<file path="config.mk">
export PLATFORM = sky130hd
export DESIGN_NAME = tdes_sequencer
export DESIGN_NICKNAME = d
export VERILOG_FILES = /design/src/rtl/tdes_sequencer.sv
export SDC_FILE = /design/constraint.sdc
export NUM_CORES = 1
export LEC_CHECK = 0
export CAP_MARGIN = 20
export CORE_UTILIZATION = 40
export CTS_CLUSTER_SIZE = 20
export DETAILED_ROUTE_END_ITERATION = 10
export HOLD_SLACK_MARGIN = 0.05
export PLACE_DENSITY = 0.86
export SETUP_SLACK_MARGIN = 0.1
export SYNTH_ARGS = -nofsm -noshare
export SYNTH_HDL_FRONTEND = slang
export SYNTH_SLANG_ARGS = --single-unit
</file>
<file path="constraint.sdc">
create_clock -name clk -period 4.1 [get_ports clk]
set_clock_uncertainty 0.05 [all_clocks]
set_input_delay 0.615 -clock clk [delete_from_list [all_inputs] [get_ports clk]]
set_output_delay 0.615 -clock clk [all_outputs]
set_load 0.02 [all_outputs]
</file>
<file path="src/rtl/tdes_sequencer.sv">
`default_nettype none
// +----------------------------------------------------------------------------+
// | tdes_sequencer: steps one shared DES core through the three EDE passes of   |
// | Triple-DES, with valid/ready handshakes on the host side. Revision 1.0      |
// +----------------------------------------------------------------------------+
module tdes_sequencer #(
  parameter int CORE_LAT = 1
) (
  input  logic        clk,
  input  logic        rst_n,
  input  logic        in_valid,
  output logic        in_ready,
  input  logic        in_mode,
  input  logic [1:64] in_text,
  output logic        out_valid,
  input  logic        out_ready,
  output logic [1:64] out_text,
  output logic [1:64] des_in,
  output logic        des_dec,
  output logic [1:0]  des_key_sel,
  input  logic [1:64] des_out,
  output logic        busy
);

  typedef enum logic [2:0] {
    S_IDLE = 3'd0,
    S_P1   = 3'd1,
    S_P2   = 3'd2,
    S_P3   = 3'd3,
    S_DONE = 3'd4
  } state_t;

  localparam logic [3:0] LAT_RELOAD = 4'(CORE_LAT - 1);

  state_t      state_q, state_d;
  logic [1:64] data_q, data_d;
  logic        mode_q, mode_d;
  logic [3:0]  lat_cnt_q, lat_cnt_d;

  always_ff @(posedge clk or negedge rst_n) begin
    if (!rst_n) begin
      state_q   <= S_IDLE;
      data_q    <= '0;
      mode_q    <= 1'b0;
      lat_cnt_q <= 4'd0;
    end else begin
      state_q   <= state_d;
      data_q    <= data_d;
      mode_q    <= mode_d;
      lat_cnt_q <= lat_cnt_d;
    end
  end

  always_comb begin
    state_d     = state_q;
    data_d      = data_q;
    mode_d      = mode_q;
    lat_cnt_d   = lat_cnt_q;
    des_key_sel = 2'b00;
    des_dec     = 1'b0;

    case (state_q)
      S_IDLE: begin
        if (in_valid) begin
          data_d    = in_text;
          mode_d    = in_mode;
          lat_cnt_d = LAT_RELOAD;
          state_d   = S_P1;
        end
      end
      S_P1, S_P2, S_P3: begin
        // Decrypt mode walks the key sets in reverse with each direction flipped.
        case (state_q)
          S_P1:    begin des_key_sel = mode_q ? 2'b11 : 2'b01; des_dec = mode_q;  end
          S_P2:    begin des_key_sel = 2'b10;                  des_dec = ~mode_q; end
          default: begin des_key_sel = mode_q ? 2'b01 : 2'b11; des_dec = mode_q;  end
        endcase
        if (lat_cnt_q != 4'd0) begin
          lat_cnt_d = lat_cnt_q - 4'd1;
        end else begin
          data_d    = des_out;
          lat_cnt_d = LAT_RELOAD;
          case (state_q)
            S_P1:    state_d = S_P2;
            S_P2:    state_d = S_P3;
            default: state_d = S_DONE;
          endcase
        end
      end
      S_DONE: begin
        if (out_ready) state_d = S_IDLE;
      end
      default: state_d = S_IDLE;
    endcase
  end

  assign in_ready  = (state_q == S_IDLE);
  assign out_valid = (state_q == S_DONE);
  assign busy      = (state_q != S_IDLE);
  assign out_text  = data_q;
  assign des_in    = data_q;

endmodule
`default_nettype wire

</file>
== After elaboration in Yosys (flattened, before gate mapping) ==
Cells that the tools add are included.

* Output and inout port bits: 134
* Logic and storage cells: 39
* Bits in registers: 72

* Eq/ne operators: 7
* Add/subtract/negate cells: 1
* Multiplexer cells: 17
* Reductions and logical operators: 9
* Bitwise operators: 1

{| class="wikitable"
|+ Operators with widths
! cell !! number
|-
| 64-bit two-way mux || 2
|-
| 64-bit case mux with 2 select lines || 1
|-
| 3-bit two-way mux || 3
|-
| 3-bit case mux with 3 select lines || 1
|-
| 4-bit two-way mux || 2
|-
| 4-bit case mux with 2 select lines || 1
|-
| 3-bit by 2-bit equality test with 1-bit output, second input constant || 2
|-
| 2-bit two-way mux || 3
|-
| 3-bit case mux with 2 select lines || 1
|-
| 3-bit AND reduction || 2
|-
| 2-bit inequality test, second input constant || 2
|-
| 2-bit case mux with 2 select lines || 1
|-
| 2-bit AND reduction || 2
|-
| 4-bit nonzero test || 1
|-
| 4-bit by 1-bit subtractor with 4-bit output, second input constant || 1
|-
| 3-bit by 1-bit equality test with 1-bit output, second input constant || 1
|-
| 3-bit equality test, second input constant || 1
|-
| 3-bit zero test || 1
|-
| 3-bit nonzero test || 1
|-
| 3-bit OR reduction || 1
|-
| 1-bit two-way mux || 2
|-
| 2-bit by 1-bit inequality test with 1-bit output, second input constant || 1
|-
| 2-bit nonzero test || 1
|-
| 1-bit NOT || 1
|}

== Depth between registers and ports, before layout ==
Gate-level depths: netlist of the first run.

* Depth in word-level cells: 4
* Gate-level depth with buffers: 7
* Gate-level depth less buffers: 5

== Worst setup path before layout of the first run ==
Ideal clock, no wire load.

* Kind: reg2reg
* From: reg state_q[0]
* To: reg data_q (netlist bit des_in[1])
* Buffers on the path: 2
* Path slack: 1,690 ps
* Required time: 3,925 ps
* Arrival time: 2,235 ps
* Cell stages (with the launch flop): 7
* Cells stage by stage: dfrtp_1 buf_2 nor3_2 inv_1 a211oi_4 buf_6 mux2_2

{| class="wikitable"
|+ RTL lines
! what !! line !! text
|-
| start, declared || 35 || <nowiki>state_t state_q, state_d;</nowiki>
|-
| start signal, assigned || 47 || <nowiki>state_q <= state_d;</nowiki>
|-
| 3-bit zero test (*) || - ||
|-
| via in_ready || 12 || <nowiki>output logic in_ready,</nowiki>
|-
| 2-bit inequality test (no line) / 2-bit nonzero test (equally long branches) || - ||
|-
| 3-bit AND reduction (no line) || - ||
|-
| end signal, assigned || 48 || <nowiki>data_q <= data_d;</nowiki>
|-
| end, declared || 36 || <nowiki>logic [1:64] data_q, data_d;</nowiki>
|}

Mark *: on every way through the listed nets, which the timed path passes. The rest lies on a longest branch.
A chain may end at the register's enable or synchronous reset.

== Final worst setup path of the first run ==
* From: reg lat_cnt_q[0]
* To: reg data_q (netlist bit des_in[17])

* Longest elaborated chain between the ends: 3

{| class="wikitable"
|+ Ends and longest elaborated chain
! what !! line !! text
|-
| start, declared || 38 || <nowiki>logic [3:0] lat_cnt_q, lat_cnt_d;</nowiki>
|-
| start signal, assigned || 50 || <nowiki>lat_cnt_q <= lat_cnt_d;</nowiki>
|-
| 4-bit nonzero test || 78 || <nowiki>if (lat_cnt_q != 4'd0) begin</nowiki>
|-
| 2-bit inequality test (no line) || - ||
|-
| 3-bit AND reduction (no line) || - ||
|}

Every way passes these cells.

==> results of run 1 <==
[synth_stat cells]
cell type and count:
a211oi_4 1, a21oi_1 3, a22oi_1 1, a31oi_1 4, buf_1 1, buf_2 4, buf_4 64, buf_6 6
clkbuf_1 6, dfrtp_1 72, ha_1 2, inv_1 6, mux2_1 4, mux2_2 126, nand2_1 3, nand3_1 1
nand3b_1 1, nor2_1 3, nor2b_1 1, nor3_1 3, nor3_2 1, nor3b_1 1, o21ai_0 3, o21ba_2 1
o21bai_1 1, o22ai_1 1, o311ai_0 1, or3_1 1, or3b_1 1, xor2_1 1
[metrics by stage]
stage	hold WS, ns	utilization [%]	cells	setup WS (ns)	total power (W)
6_report	0.3310	67.24	660	1.346	0.006297
2_1_floorplan	0.2694	-	324	1.690	0.004341
4_1_cts	0.3827	67.24	660	1.296	0.006378
3_5_place_dp	0.4320	64.66	644	1.311	0.005652
3_3_place_gp	0.4112	64.66	644	1.365	0.005534
5_1_grt	0.4167	67.24	660	1.189	0.006654
[power groups by stage]
stage,Sequential (W),Clock [W],Combinational (W)
finish,0.00144,0.000699,0.00416
global route,0.00150,0.000748,0.00441
global placement,0.00143,0,0.00410
detailed placement,0.00145,0,0.00420
CTS,0.00145,0.000719,0.00421
floorplan,0.00175,0,0.00259
[metal layers]
metal  track usage [%]  share of wire, %
met3             3.696               6.4
met2             37.29                56
met4             4.550              0.57
met1             22.07                37
met5                 0                 0
[registers in the layout, indices dropped and copies added (netlist names)]
signal and cells:
des_in 64, lat_cnt_q 4, mode_q 1, state_q 3
[cell type report]
class | instances | area share (%)
clock buffer | 11 | 2.283
clock inverter | 5 | 1.547
inverter | 6 | 0.3396
multi-input combinational | 165 | 25.83
sequential | 72 | 27.16
tap | 133 | 2.509
timing repair buffer | 268 | 40.33
[logic make-up after synthesis]
logic type / count (synthesis) / share of synthesized area [%]
buf+inv: 87 / 14.97
compound gates: 16 / 2.794
fa+ha+maj: 2 / 0.6073
xor+xnor: 1 / 0.2126
simple gates: 16 / 2.156
flops: 72 / 43.73
mux: 130 / 35.53
[worst paths after layout]
check | slack (ns) | endpoint | cells after the start | start
worst min-delay path | 0.33 | des_in[52]$_DFFE_PN0P_ | 1 | rst_n
worst min register to register | 0.45 | lat_cnt_q[3]$_DFFE_PN0P_ | 1 | lat_cnt_q[3]$_DFFE_PN0P_
min in group clk | 0.45 | lat_cnt_q[3]$_DFFE_PN0P_ | 1 | lat_cnt_q[3]$_DFFE_PN0P_
worst max register to register | 1.35 | des_in[17]$_DFFE_PN0P_ | 6 | lat_cnt_q[0]$_DFFE_PN0P_
worst max-delay path | 1.35 | des_in[17]$_DFFE_PN0P_ | 6 | lat_cnt_q[0]$_DFFE_PN0P_
max in group asynchronous | 3.04 | des_in[35]$_DFFE_PN0P_ | 1 | rst_n
==> impl_metrics.json, run 1 <==
{
  "viasPerCell": 4.691,
  "grt_pass1_vias": 3119,
  "setup_violations": 0,
  "gr-total-overflow": 0,
  "worstPathArrival_ns": 2.92,
  "synth_top_cell_by_area": "dfrtp_1",
  "path_class": "register to register",
  "critPathLaunchType": "register",
  "synth_area_leaders": "dfrtp_1, mux2_2, buf_4, buf_6, mux2_1",
  "cpMaxStageDelayCell": "buf_4",
  "drv_cap": 0,
  "hold_violations": 0,
  "syn-cell-area_um2": 4120,
  "period_needed_ns": 2.754,
  "rsz0062_at_grt": "no",
  "worst-path-buf-inv": 2,
  "status": "completed",
  "antenna_found_initial": 0,
  "drtIter0Drc": 34,
  "drc": 0,
  "initial_core_util_pct": 41.77,
  "clockRootBuffer": "clkbuf_8",
  "seq_area_um2": 1802,
  "grtUsageTotal_pct": 19.43,
  "postPlaceCellArea_um2": 6379,
  "final_common_cell": "clkdlybuf4s50_1",
  "drt_pass1_iterations": 4,
  "cts_tree": "built",
  "hold_path.class": "primary input to asynchronous set/reset pin",
  "n_antenna_cell": 0,
  "cts_resized": 0,
  "avgSynthCellArea_um2": 12.72,
  "seq_power_share_pct": 22.9,
  "crit_fanout": 64,
  "ys_ff_latch": 72,
  "clock-sinks": 72,
  "drive_gt1_share_pct": 28.27,
  "synth_nets": 459,
  "yosys_warnings": 0,
  "die_h_um": 103.5,
  "drt-total-wl_um": 10970,
  "cts_setup_buffers": 0,
  "cts_buffers": 9,
  "routedWlPerCell_um": 16.62,
  "vias": 3096,
  "grt_pass1_wl_um": 15680,
  "pwr-share-comb_pct": 66.0,
  "fin_crit_sh_pct": 67.16,
  "routabilityCongestion": 0.7966,
  "tns_ns": 0,
  "fp-row-count": 36,
  "pwr-share-clk_pct": 11.1,
  "io_pins": 267,
  "end_kind": "register",
  "fp.dieW_um": 103.5,
  "multiInputGateArea_um2": 1713,
  "die-area_um2": 10710,
  "max_stage_delay_ns": 0.68,
  "ctsHoldBuffers": 0,
  "max_freq_mhz": 363.2,
  "cts_max_path_buffers": 2,
  "clk_latency_ns": 0.33,
  "htreeDepth": 3,
  "leakagePower_nw": 2.635,
  "crit_family": "buffers and inverters",
  "layout.cells.most_common_list": "clkdlybuf4s50_1, mux2_2, dfrtp_1",
  "clkTransAtPathRegs_ns": 0.08,
  "crit_required_ns": 4.27,
  "postLayoutCellArea_um2": 6633,
  "area_growth_pct": 60.98,
  "sw_frac_of_total_pct": 39.76,
  "fillers": 740,
  "worst_pin_slew_ns": 0.9723,
  "portBuffers": 266,
  "ir_drop_mv": 1.084,
  "synth_top_cell_area_share_pct": 43.73,
  "yosysSeqAreaShare_pct": 43.73,
  "grt_max_degree": 73,
  "p_switching_w": 0.002504,
  "crit_chain": "inv_1 > ha_1 > or3b_1 > a211oi_4 > buf_4 > mux2_2",
  "final_antenna_net_count": 0,
  "p_int_w": 0.003793,
  "final_nets": 657,
  "core_um2": 9864,
  "ys_types": 30,
  "dp_hpwl_um": 8363,
  "relSlewSlack_pct": 35.01,
  "drv_slew": 0,
  "synthCells": 324,
  "power_density_nw_per_um2": 949.5
}
Note: power is estimated with default switching activity, not from simulation.
==> run 2: changes to the inputs <==
Settings changed: CORE_UTILIZATION 40 to 37, PLACE_DENSITY 0.86 to 0.8.
Clock period 4.1 ns to 2.73 ns, I/O delays scaled along.
==> impl_metrics.json, run 2 (synthesis results as in run 1) <==
{
  "ir_drop_mv": 0.8463,
  "p_switching_w": 0.003767,
  "grt_max_degree": 73,
  "p_int_w": 0.005682,
  "fp.dieW_um": 107.5,
  "die_h_um": 107.5,
  "drive_gt1_share_pct": 28.22,
  "r2r_setup_slack_ns": 0.37,
  "final_antenna_net_count": 0,
  "vias": 3100,
  "status": "completed",
  "fin_cells": 668,
  "drtIter0Drc": 107,
  "critPathLaunchType": "register",
  "max_freq_mhz": 410.5,
  "io_pins": 267,
  "cts_max_path_buffers": 2,
  "worstPathArrival_ns": 1.98,
  "hold_path.class": "primary input to asynchronous set/reset pin",
  "ctsHoldBuffers": 0,
  "grtUsageTotal_pct": 18.53,
  "portBuffers": 266,
  "multiInputGateArea_um2": 1713,
  "core_um2": 10840,
  "setup_violations": 0,
  "area_growth_pct": 61.49,
  "grt_pass1_vias": 3209,
  "clock-sinks": 72,
  "leakagePower_nw": 2.633,
  "fp-row-count": 38,
  "final_common_cell": "clkdlybuf4s50_1",
  "drt-total-wl_um": 10880,
  "dp_hpwl_um": 8214,
  "drt-met1-wl_um": 3983,
  "dp.cells": 652,
  "clk_latency_ns": 0.34,
  "clockRootBuffer": "clkbuf_8",
  "viasPerCell": 4.641,
  "drv_slew": 0,
  "wl_met3_um": 774,
  "power_density_nw_per_um2": 1420,
  "pwr-share-comb_pct": 67.3,
  "end_kind": "output pin",
  "fillers": 923,
  "relSlewSlack_pct": 39.38,
  "period_needed_ns": 2.436,
  "die-area_um2": 11560,
  "crit_required_ns": 2.27,
  "n_antenna_cell": 0,
  "clkTransAtPathRegs_ns": 0.07,
  "cts_tree": "built",
  "pwr-share-clk_pct": 9.8,
  "initial_core_util_pct": 38.01,
  "grt_pass1_wl_um": 16420,
  "seq_power_share_pct": 22.9,
  "crit_fanout": 10,
  "path_class": "register to output pin",
  "drv_cap": 0,
  "drt_pass1_iterations": 4,
  "routabilityCongestion": 0.7469,
  "seq_area_um2": 1802,
  "cts_setup_buffers": 0,
  "hold_violations": 0,
  "routedWlPerCell_um": 16.29,
  "tns_ns": 0,
  "fin_crit_sh_pct": 89.24,
  "top_layer_used": "met4",
  "largest_register_ffs": 64,
  "drc": 0,
  "antenna_found_initial": 0,
  "sw_frac_of_total_pct": 39.87,
  "cts_resized": 0,
  "cts_buffers": 9,
  "final_nets": 658,
  "htreeDepth": 3,
  "gr-total-overflow": 0,
  "rsz0062_at_grt": "no",
  "layout.cells.most_common_list": "clkdlybuf4s50_1, mux2_2, dfrtp_1",
  "worst_pin_slew_ns": 0.9093,
  "wl_met2_um": 6032
}
==> run 2: cell count changes in the layout (fill, tap and decap cells not counted) <==
cell,change
clkbuf_1,+1
buf_12,+3
buf_4,-2
clkbuf_8,-1
clkinvlp_4,+1
bufinv_16,-1
==> run 2: final cells by class <==
class | instances | area share, %
clock buffers | 11 | 2.125
clock inverters | 5 | 1.203
inverters | 6 | 0.3385
multi-input cells | 165 | 25.74
flip-flops and latches | 72 | 27.08
well taps | 140 | 2.633
repair buffers | 269 | 40.88
==> run 2: metal layers <==
layer | global-route usage (%) | vias up
met5 | 0 | -
met4 | 4.501 | 0
met3 | 4.964 | 6
met2 | 35.07 | 123
met1 | 20.25 | 1505
li1 | - | 1466
==> run 2: power groups by stage <==
stage               clock network (W)  registers [W]  logic [W]
floorplan                           0        0.00263    0.00389
global placement                    0        0.00216    0.00630
detailed placement                  0        0.00219    0.00642
CTS                          0.000963        0.00217    0.00643
global route                  0.00102        0.00225    0.00671
finish                       0.000928        0.00216    0.00636
==> run 2: critical path, stage by stage, from the launching register on <==
cell and delay (ns):
dfrtp_1 0.58, nand2_1 0.15, xor2_1 0.17, nor2_1 0.12, clkdlybuf4s50_1 0.62
==> run 2: metrics by stage <==
stage               setup slack [ns]  power [W]  instance area, um2  hold slack, ns  utilization, %
detailed placement            0.3963   0.008612                6432          0.4356           59.34
global route                  0.1989   0.009984                6654          0.2239           61.38
finish                        0.2937   0.009449                6654          0.1591           61.38
floorplan                     0.3199   0.006520                4120         0.06391               -
CTS                           0.2769   0.009570                6654          0.1818           61.38
global placement              0.4800   0.008458                6432          0.4221           59.34
==> run 2: final timing paths <==
kind	startpoint	to	cells past startpoint
max	state_q[0]$_DFFE_PN0P_	des_key_sel[1]	4
min	rst_n	des_in[30]$_DFFE_PN0P_	1
max reg2reg	lat_cnt_q[1]$_DFFE_PN0P_	des_in[14]$_DFFE_PN0P_	6
min reg2reg	lat_cnt_q[3]$_DFFE_PN0P_	lat_cnt_q[3]$_DFFE_PN0P_	1
max in group asynchronous	rst_n	des_in[46]$_DFFE_PN0P_	1
min in group clk	lat_cnt_q[3]$_DFFE_PN0P_	lat_cnt_q[3]$_DFFE_PN0P_	1
